[config.mk]
export PLATFORM = sky130hd
export DESIGN_NAME = fft_config_ctrl
export DESIGN_NICKNAME = d
export VERILOG_FILES = /design/src/rtl/fft_config_ctrl.sv
export SDC_FILE = /design/constraint.sdc
export NUM_CORES = 1
export LEC_CHECK = 0
export BUFFER_PORTS_ARGS = -buffer_cell sky130_fd_sc_hd__buf_2
export CORE_UTILIZATION = 40
export CTS_BUF_LIST = sky130_fd_sc_hd__clkbuf_4
export DETAILED_ROUTE_END_ITERATION = 10
export GPL_TIMING_DRIVEN = 0
export MAX_ROUTING_LAYER = met4
export PLACE_DENSITY = 0.61
export SYNTH_ARGS = -nofsm -noshare
export SYNTH_HDL_FRONTEND = slang
export SYNTH_SLANG_ARGS = --single-unit
[constraint.sdc]
create_clock -name aclk -period 1.7 [get_ports aclk]
set_input_delay 0.17 -clock aclk [delete_from_list [all_inputs] [get_ports aclk]]
set_output_delay 0.17 -clock aclk [all_outputs]
set_load 0.005 [all_outputs]
[src/rtl/fft_config_ctrl.sv]
// FFT core config-channel sequencer: builds one config word per request, hands it over
// with valid/ready, settles, then pulses done. Optional tready timeout: CFG_TIMEOUT_EN.
module fft_config_ctrl #(
    parameter int                   NFFT_LOG2      = 10,
    parameter int                   SCALE_W        = 10,
    parameter logic [SCALE_W-1:0]   FWD_SCALE      = 10'b1010101010,
    parameter logic [SCALE_W-1:0]   INV_SCALE      = 10'b0101010101,
    parameter int                   CFG_W          = 24,
    parameter int                   SETTLE_CYCLES  = 4,
    parameter int                   TIMEOUT_CYCLES = 1024
) (
    input  logic             aclk,
    input  logic             aresetn,
    input  logic             cfg_start,
    input  logic             cfg_fwd_inv,
    output logic             cfg_done,
    output logic             cfg_busy,
    output logic [CFG_W-1:0] m_axis_config_tdata,
    output logic             m_axis_config_tvalid,
    input  logic             m_axis_config_tready,
    input  logic             event_tlast_unexpected,
    input  logic             event_tlast_missing,
    output logic [2:0]       err_flags,
    output logic [15:0]      cfg_count
);

    // Elaboration-time legality checks on the configuration
    if (NFFT_LOG2 < 3 || NFFT_LOG2 > 16) begin : g_bad_nfft
        $error("fft_config_ctrl: NFFT_LOG2 out of range");
    end
    if (SCALE_W != 2 * ((NFFT_LOG2 + 1) / 2)) begin : g_bad_scale
        $error("fft_config_ctrl: SCALE_W must be 2*ceil(NFFT_LOG2/2)");
    end
    if (CFG_W % 8 != 0 || CFG_W < 9 + SCALE_W) begin : g_bad_cfgw
        $error("fft_config_ctrl: CFG_W must be a multiple of 8 and >= 9+SCALE_W");
    end
    if (SETTLE_CYCLES < 0 || SETTLE_CYCLES > 255 || TIMEOUT_CYCLES < 1) begin : g_bad_cnt
        $error("fft_config_ctrl: SETTLE_CYCLES or TIMEOUT_CYCLES out of range");
    end

    typedef enum logic [2:0] {S_IDLE, S_LOAD, S_SEND, S_SETTLE, S_DONE} state_t;

    localparam logic [7:0] SETTLE_LAST = (SETTLE_CYCLES == 0) ? 8'd0 : 8'(SETTLE_CYCLES - 1);

    state_t            state;
    logic              fwd_inv_q;
    logic [7:0]        settle_cnt;
    logic [CFG_W-1:0]  cfg_word;
    logic              accept;
    logic              xfer;
    logic              timeout_hit;

    assign accept = (state == S_IDLE) && cfg_start;
    assign xfer   = m_axis_config_tvalid && m_axis_config_tready;

    always_comb begin
        cfg_word                  = '0;
        cfg_word[4:0]             = 5'(NFFT_LOG2);
        cfg_word[8]               = fwd_inv_q;
        cfg_word[8+SCALE_W:9]     = fwd_inv_q ? FWD_SCALE : INV_SCALE;
    end

`ifdef CFG_TIMEOUT_EN
    logic [15:0] wait_cnt;
    // A transfer on the final wait cycle still wins over the timeout
    assign timeout_hit = (state == S_SEND) && !xfer && (wait_cnt == 16'(TIMEOUT_CYCLES - 1));
`else
    assign timeout_hit = 1'b0;
`endif

    always_ff @(posedge aclk) begin
        if (!aresetn) begin
            state                <= S_IDLE;
            fwd_inv_q            <= 1'b0;
            settle_cnt           <= '0;
            cfg_done             <= 1'b0;
            cfg_busy             <= 1'b0;
            m_axis_config_tdata  <= '0;
            m_axis_config_tvalid <= 1'b0;
            err_flags            <= '0;
            cfg_count            <= '0;
`ifdef CFG_TIMEOUT_EN
            wait_cnt             <= '0;
`endif
        end else begin
            cfg_done  <= 1'b0;
            // Accepting a start clears the flags, but a same-cycle event still lands
            err_flags <= (accept ? 3'b000 : err_flags)
                       | {timeout_hit, event_tlast_missing, event_tlast_unexpected};

            case (state)
                S_IDLE: begin
                    if (cfg_start) begin
                        fwd_inv_q <= cfg_fwd_inv;
                        state     <= S_LOAD;
                        cfg_busy  <= 1'b1;
                    end
                end
                S_LOAD: begin
                    m_axis_config_tdata  <= cfg_word;
                    m_axis_config_tvalid <= 1'b1;
                    state                <= S_SEND;
`ifdef CFG_TIMEOUT_EN
                    wait_cnt             <= '0;
`endif
                end
                S_SEND: begin
                    if (xfer) begin
                        m_axis_config_tvalid <= 1'b0;
                        settle_cnt           <= '0;
                        if (SETTLE_CYCLES == 0) begin
                            state    <= S_DONE;
                            cfg_done <= 1'b1;
                        end else begin
                            state    <= S_SETTLE;
                        end
                    end else if (timeout_hit) begin
                        m_axis_config_tvalid <= 1'b0;
                        state                <= S_DONE;
                        cfg_done             <= 1'b1;
                    end
`ifdef CFG_TIMEOUT_EN
                    else begin
                        wait_cnt <= wait_cnt + 16'd1;
                    end
`endif
                end
                S_SETTLE: begin
                    if (settle_cnt == SETTLE_LAST) begin
                        state    <= S_DONE;
                        cfg_done <= 1'b1;
                    end else begin
                        settle_cnt <= settle_cnt + 8'd1;
                    end
                end
                S_DONE: begin
                    cfg_count <= cfg_count + 16'd1;
                    state     <= S_IDLE;
                    cfg_busy  <= 1'b0;
                end
                default: begin
                    state    <= S_IDLE;
                    cfg_busy <= 1'b0;
                end
            endcase
        end
    end

endmodule

==> impl_results.md, run 1 <==
* Outcome: finished, final reports clean
* Syn Inst Count at 210
* Post-DP Area at 2095 um2
* Tightest Pin Transition at 0.5478 ns
* Die area at 4760 um2
* Area Overhead vs Synth at 25.85%
* Max Clock Skew at 0.004892 ns
* Critical Path Fanout Max at 7
* ANT cells at 0
* Pin count of the biggest net entering global routing at 11
* Critical Path End Type: register
* Post-synthesis async set-or-reset flop share at 0
* Final WL at 3803 um
* Setup Crit Path Kind: reg2reg
* Critical Path Start Type: register
* TritonCTS clock tree: done
* Crit share post-route at 0.9839
* Most common flop cell mapped by yosys: dfxtp_1
* Total gr overflow at 0
* FMAX at 597.9 MHz
* Mapped cell area at 1795 um2
* I/O Buffers at 39
* Initial core utilization at 0.4333
* Max clock buf depth at 2
* Final Max Slew Viols at 0
* Area leader, netlist: dfxtp_1
* Final nets at 284
* Data arrival time of the critical path at 1.94 ns
* Power Density at 685.6 nW/um2
* Max VDD drop at 0.4159 mV
* Iter 0 DRT Violations at 53
* Non-Filler Cell Area, Final at 2260 um2
* Leak at 1.023 nW
* # setup viols final at 0
* Total core area at 4144 um2
* CTS sink count at 36
* FP Rows at 23
* CTS buffer count at 5
* Most frequent cells in the layout: 40 x buf_2, 31 x buf_4, 30 x dfxtp_1
* TritonRoute pass-1 iters at 4
* RSZ-0062 raised after global routing: true
* GPL Wtd Cong at 0.8040
* Synth unique cells at 44
* Seq/Total Area, Yosys at 0.4014
* Die span in x at 69.00 um
* Number of synthesized flops with an enable pin at 0
* Post-DRT Antenna Nets at 0
* Hold crit path type: in2reg
* IO Count at 53
* Final hold vios at 0
* Vias in the first global route at 1324
* Mean number of vias per cell at 4.847
* Relative max-transition margin at 0.6348
* Max Cap Viol at 0
* Most common cell after layout, fill and taps aside: buf_2
* Dpl hpwl at 2643 um
* Cts hold-fix bufs at 0
* Design Power at 1.549 mW
* Yosys warnings at 0
* Global-route wire length before repair at 6030 um
* Synth top area cells: dfxtp_1 40%, buf_4 9.2%, nor2_1 5.0%, nand3_1 3.9%, nand2_1 3.8%
* H-tree Lvls at 2
* Fraction of layout instances using a drive strength above 1 at 0.3514
* Register bit total from synthesis at 36
* Mean post-synth cell area at 8.550 um2
* Worst-Skew Late Latency at 0.34 ns
* Fin crit period at 1.673 ns
* Drt wl/cell at 11.67 um
* Die Y-Extent at 69.00 um
* Req. time, crit path at 1.97 ns
* Clock transition at path regs at 0.11 ns
* Overall global routing resource usage at 0.1796
* Drt drc at 0
* Clk root buf: clkbuf_4
* Vias at 1580
* Initial antenna violation count at 0
* Post-synth top area share at 0.4014
* Layout Utilization at 0.5453
==> repair_timing <==
item                       in CTS  in global routing
gates resized for setup         1                 15
pin swaps                       1                  9
setup endpoints to repair       3                  9
setup buffers                   0                 10
==> worst paths after layout <==
path	endpoint	cells after the start	from	slack [ns]
worst max-delay path	settle_cnt[3]	4	settle_cnt[6]	0.03
worst max register to register	settle_cnt[3]	4	settle_cnt[6]	0.03
worst min-delay path	err_flags[0]	3	event_tlast_unexpected	0.03
worst min register to register	settle_cnt[3]	1	settle_cnt[3]	0.47
==> layer usage <==
metal,vias to the layer above,GRT usage,wire [um]
met5,-,-,0
met4,0,0.09184,61
met3,7,0.03947,168
met2,42,0.2536,1680
met1,701,0.2376,1893
li1,830,-,-
==> flip-flops by register name, summed over array words and instances (netlist names) <==
name / flops
cfg_count: 16
settle_cnt: 8
m_axis_config_tdata: 3
state: 3
err_flags: 2
cfg_busy: 1
cfg_done: 1
fwd_inv_q: 1
m_axis_config_tvalid: 1
==> synth_stat cells, types with 3 or more instances <==
cell type	number
dfxtp_1	36
nand3_1	14
buf_4	22
nand2_1	18
o21ai_0	4
clkbuf_1	3
nand4_1	5
buf_2	3
nor3_1	4
a21oi_1	13
xnor2_1	7
nand2b_1	4
nor2_1	24
nand3b_1	3
mux2i_1	3
xor2_1	4
inv_1	8
==> area by class of cell <==
class                   count  area [um2]
multi-input cells         149       919.6
well taps                  50       62.56
inverters                   8       30.03
clock inverters             1       3.754
clock buffers               7       52.55
plain buffers              26       181.4
fillers                   410        1884
repair buffers             49       274.0
flip-flops and latches     36       735.7
==> report_power, final <==
group	total (mW)	internal, mW	leakage [nW]	switching, mW
Combinational	0.186	0.0980	0.693	0.0879
Sequential	0.884	0.864	0.296	0.0202
Clock	0.479	0.191	0.0338	0.288
Total	1.55	1.15	1.02	0.396
==> critical path, stage by stage, from the launching register on <==
cell and delay [ns]:
dfxtp_2 0.34, or4_4 0.55, o31ai_4 0.34, nand3_4 0.17
a31oi_1 0.20
==> cells by family (layout without fill, tap and decap cells) <==
logic type / count (synthesis) / after routing / synth area share
compound gates: 30 / 30 / 0.1115
xor+xnor: 11 / 11 / 0.05366
fa+ha+maj: 2 / 2 / 0.01394
buf+inv: 36 / 91 / 0.1233
flops: 36 / 36 / 0.4014
mux: 3 / 3 / 0.01673
other cells: 1 / 12 / 0.002089
simple gates: 91 / 91 / 0.2774
==> stage by stage <==
step	worst slack [ns]	hold slack, ns	TNS [ns]	cells
5_1_grt	-0.04005	0.02569	-0.1401	326
6_report	0.02742	0.02847	0	326
3_3_place_gp	0.01262	0.3783	0	310
3_5_place_dp	-0.004570	0.3789	-0.004570	310
2_1_floorplan	0.1200	0.2874	0	221
4_1_cts	0.004898	0.01268	0	318
(Power assumes the default switching activity.)
==> run 2: changes to the inputs <==
--- a/config.mk
+++ b/config.mk
@@ -6,12 +6,14 @@
 export NUM_CORES = 1
 export LEC_CHECK = 0
 export BUFFER_PORTS_ARGS = -buffer_cell sky130_fd_sc_hd__buf_2
-export CORE_UTILIZATION = 40
+export CORE_MARGIN = 3
+export CORE_UTILIZATION = 53
 export CTS_BUF_LIST = sky130_fd_sc_hd__clkbuf_4
 export DETAILED_ROUTE_END_ITERATION = 10
 export GPL_TIMING_DRIVEN = 0
 export MAX_ROUTING_LAYER = met4
-export PLACE_DENSITY = 0.61
+export PLACE_DENSITY = 0.79
+export SKIP_LAST_GASP = 1
 export SYNTH_ARGS = -nofsm -noshare
 export SYNTH_HDL_FRONTEND = slang
 export SYNTH_SLANG_ARGS = --single-unit
==> run 2 against run 1 <==
  * Flip-flop and latch count unchanged
  * Routed wire length decreased by 5.3%
  * Combinational power decreased by 4%
  * Setup slack got worse by 0.016 ns
  * Fmax decreased by 0.97%
  * Clock power decreased by 3%
  * Hold slack improved by 0.0058 ns
  * Largest cell class unchanged
  * Largest power group unchanged
==> impl_results.md, run 2 (synthesis results as in run 1) <==
* FP Rows at 20
* Global-route wire length before repair at 5858 um
* Max Clock Skew at 0.002269 ns
* Final WL at 3600 um
* Max Cap Viol at 0
* Dpl hpwl at 2639 um
* GPL Wtd Cong at 0.8279
* Design Power at 1.525 mW
* Most frequent cells in the layout: 42 x buf_2, 34 x dfxtp_1, 28 x buf_4
* Worst-Skew Late Latency at 0.33 ns
* Critical Path End Type: register
* Final nets at 282
* Total core area at 3153 um2
* Top reg by flops: cfg_count
* Leak at 1.010 nW
* Setup Crit Path Kind: reg2reg
* Pin count of the biggest net entering global routing at 11
* Vias at 1612
* Die span in x at 64.21 um
* Non-Filler Cell Area, Final at 2221 um2
* TritonCTS clock tree: done
* Initial core utilization at 0.5694
* # setup viols final at 0
* ANT cells at 0
* Outcome: finished, final reports clean
* Multi-input logic area at 924.6 um2
* RSZ-0062 raised after global routing: true
* Hold crit path type: in2reg
* Critical Path Start Type: register
* Drt wl/cell at 11.32 um
* CTS sink count at 36
* I/O Buffers at 39
* Clk root buf: clkbuf_4
* Data arrival time of the critical path at 1.90 ns
* Total gr overflow at 0
* Regs by FF count: cfg_count (16), settle_cnt (8)
* Drt drc at 0
* Overall global routing resource usage at 0.1788
* Final hold vios at 0
* Crit share post-route at 0.9935
* Cts hold-fix bufs at 0
* Most common cell after layout, fill and taps aside: buf_2
* Layout fillers at 274
* Fin crit period at 1.689 ns
* Die area at 4122 um2
* Power Density at 686.6 nW/um2
* Setup slack at placement at 0.02765 ns
* H-tree Lvls at 2
* TritonRoute pass-1 iters at 4
* Post-DRT Antenna Nets at 0
* Req. time, crit path at 1.91 ns
* Vias in the first global route at 1350
* CTS buffer count at 5
* FF/Latch Area at 723.2 um2
* IO Count at 53
* Fraction of layout instances using a drive strength above 1 at 0.3358
* Mean number of vias per cell at 5.069
* Post-DP Area at 2087 um2
* Die Y-Extent at 64.21 um
* FMAX at 592.1 MHz
* Max reg flops at 16
* Max clock buf depth at 2
* Max VDD drop at 0.4702 mV
* Iter 0 DRT Violations at 58
* Critical Path Fanout Max at 4
* Final worst setup slack at 0.01112 ns
* Initial antenna violation count at 0
* Clock transition at path regs at 0.10 ns
* Area Overhead vs Synth at 23.69%
* Final Max Slew Viols at 0
[run 2: cell count changes in the layout (fill, tap and decap cells not counted), moves of 2 or more]
| cell | change |
|---|---|
| buf_2 | +2 |
| dfxtp_4 | -3 |
| buf_4 | -3 |
| dfxtp_1 | +4 |
[run 2: power by group]
group / total, mW / internal (mW) / switching, mW
clock: 0.466 / 0.191 / 0.275
sequential: 0.880 / 0.865 / 0.0146
combinational: 0.179 / 0.0904 / 0.0888
total: 1.52 / 1.15 / 0.378
[run 2: layout make-up]
class / count / share of cell area
Timing Repair Buffer: 45 / 0.1082
Buffer: 28 / 0.08620
Tap cell: 44 / 0.02479
Clock buffer: 7 / 0.02366
Clock inverter: 1 / 0.001690
Multi-Input combinational cell: 149 / 0.4163
Inverter: 8 / 0.01352
Sequential cell: 36 / 0.3256
[run 2: critical path: stages (launching register included)]
cell and delay (ns):
dfxtp_2 0.35, or4_4 0.55, o31ai_4 0.34, buf_4 0.17, buf_4 0.10, a21oi_1 0.05
[run 2: stage by stage]
step	instances	util	hold slack, ns	setup TNS [ns]
6_report	318	0.7044	0.03430	0
5_1_grt	318	0.7044	0.08208	-0.3059
4_1_cts	312	0.6798	0.03775	0
3_5_place_dp	304	0.6619	0.3855	0
3_3_place_gp	304	0.6619	0.3751	0
2_1_floorplan	221	-	0.2874	0
[run 2: timing repair]
item | CTS | global route
buffers inserted | 0 | 6
setup endpoints to repair | 0 | 12
resized for setup | 0 | 8
[run 2: metal layers]
layer	part of all wire	global-route usage	vias to the layer above
met5	0	-	-
met4	0.0072	0.05541	0
met3	0.061	0.04745	4
met2	0.48	0.2800	43
met1	0.45	0.2252	739
li1	-	-	826
[run 2: path summary, 6_finish.rpt]
check / from / to / slack (ns) / depth (start not counted)
worst max-delay path: settle_cnt[6] / state[0] / 0.01 / 5
worst min-delay path: event_tlast_unexpected / err_flags[0] / 0.03 / 3
worst max register to register: settle_cnt[6] / state[0] / 0.01 / 5
worst min register to register: settle_cnt[3] / settle_cnt[3] / 0.47 / 1
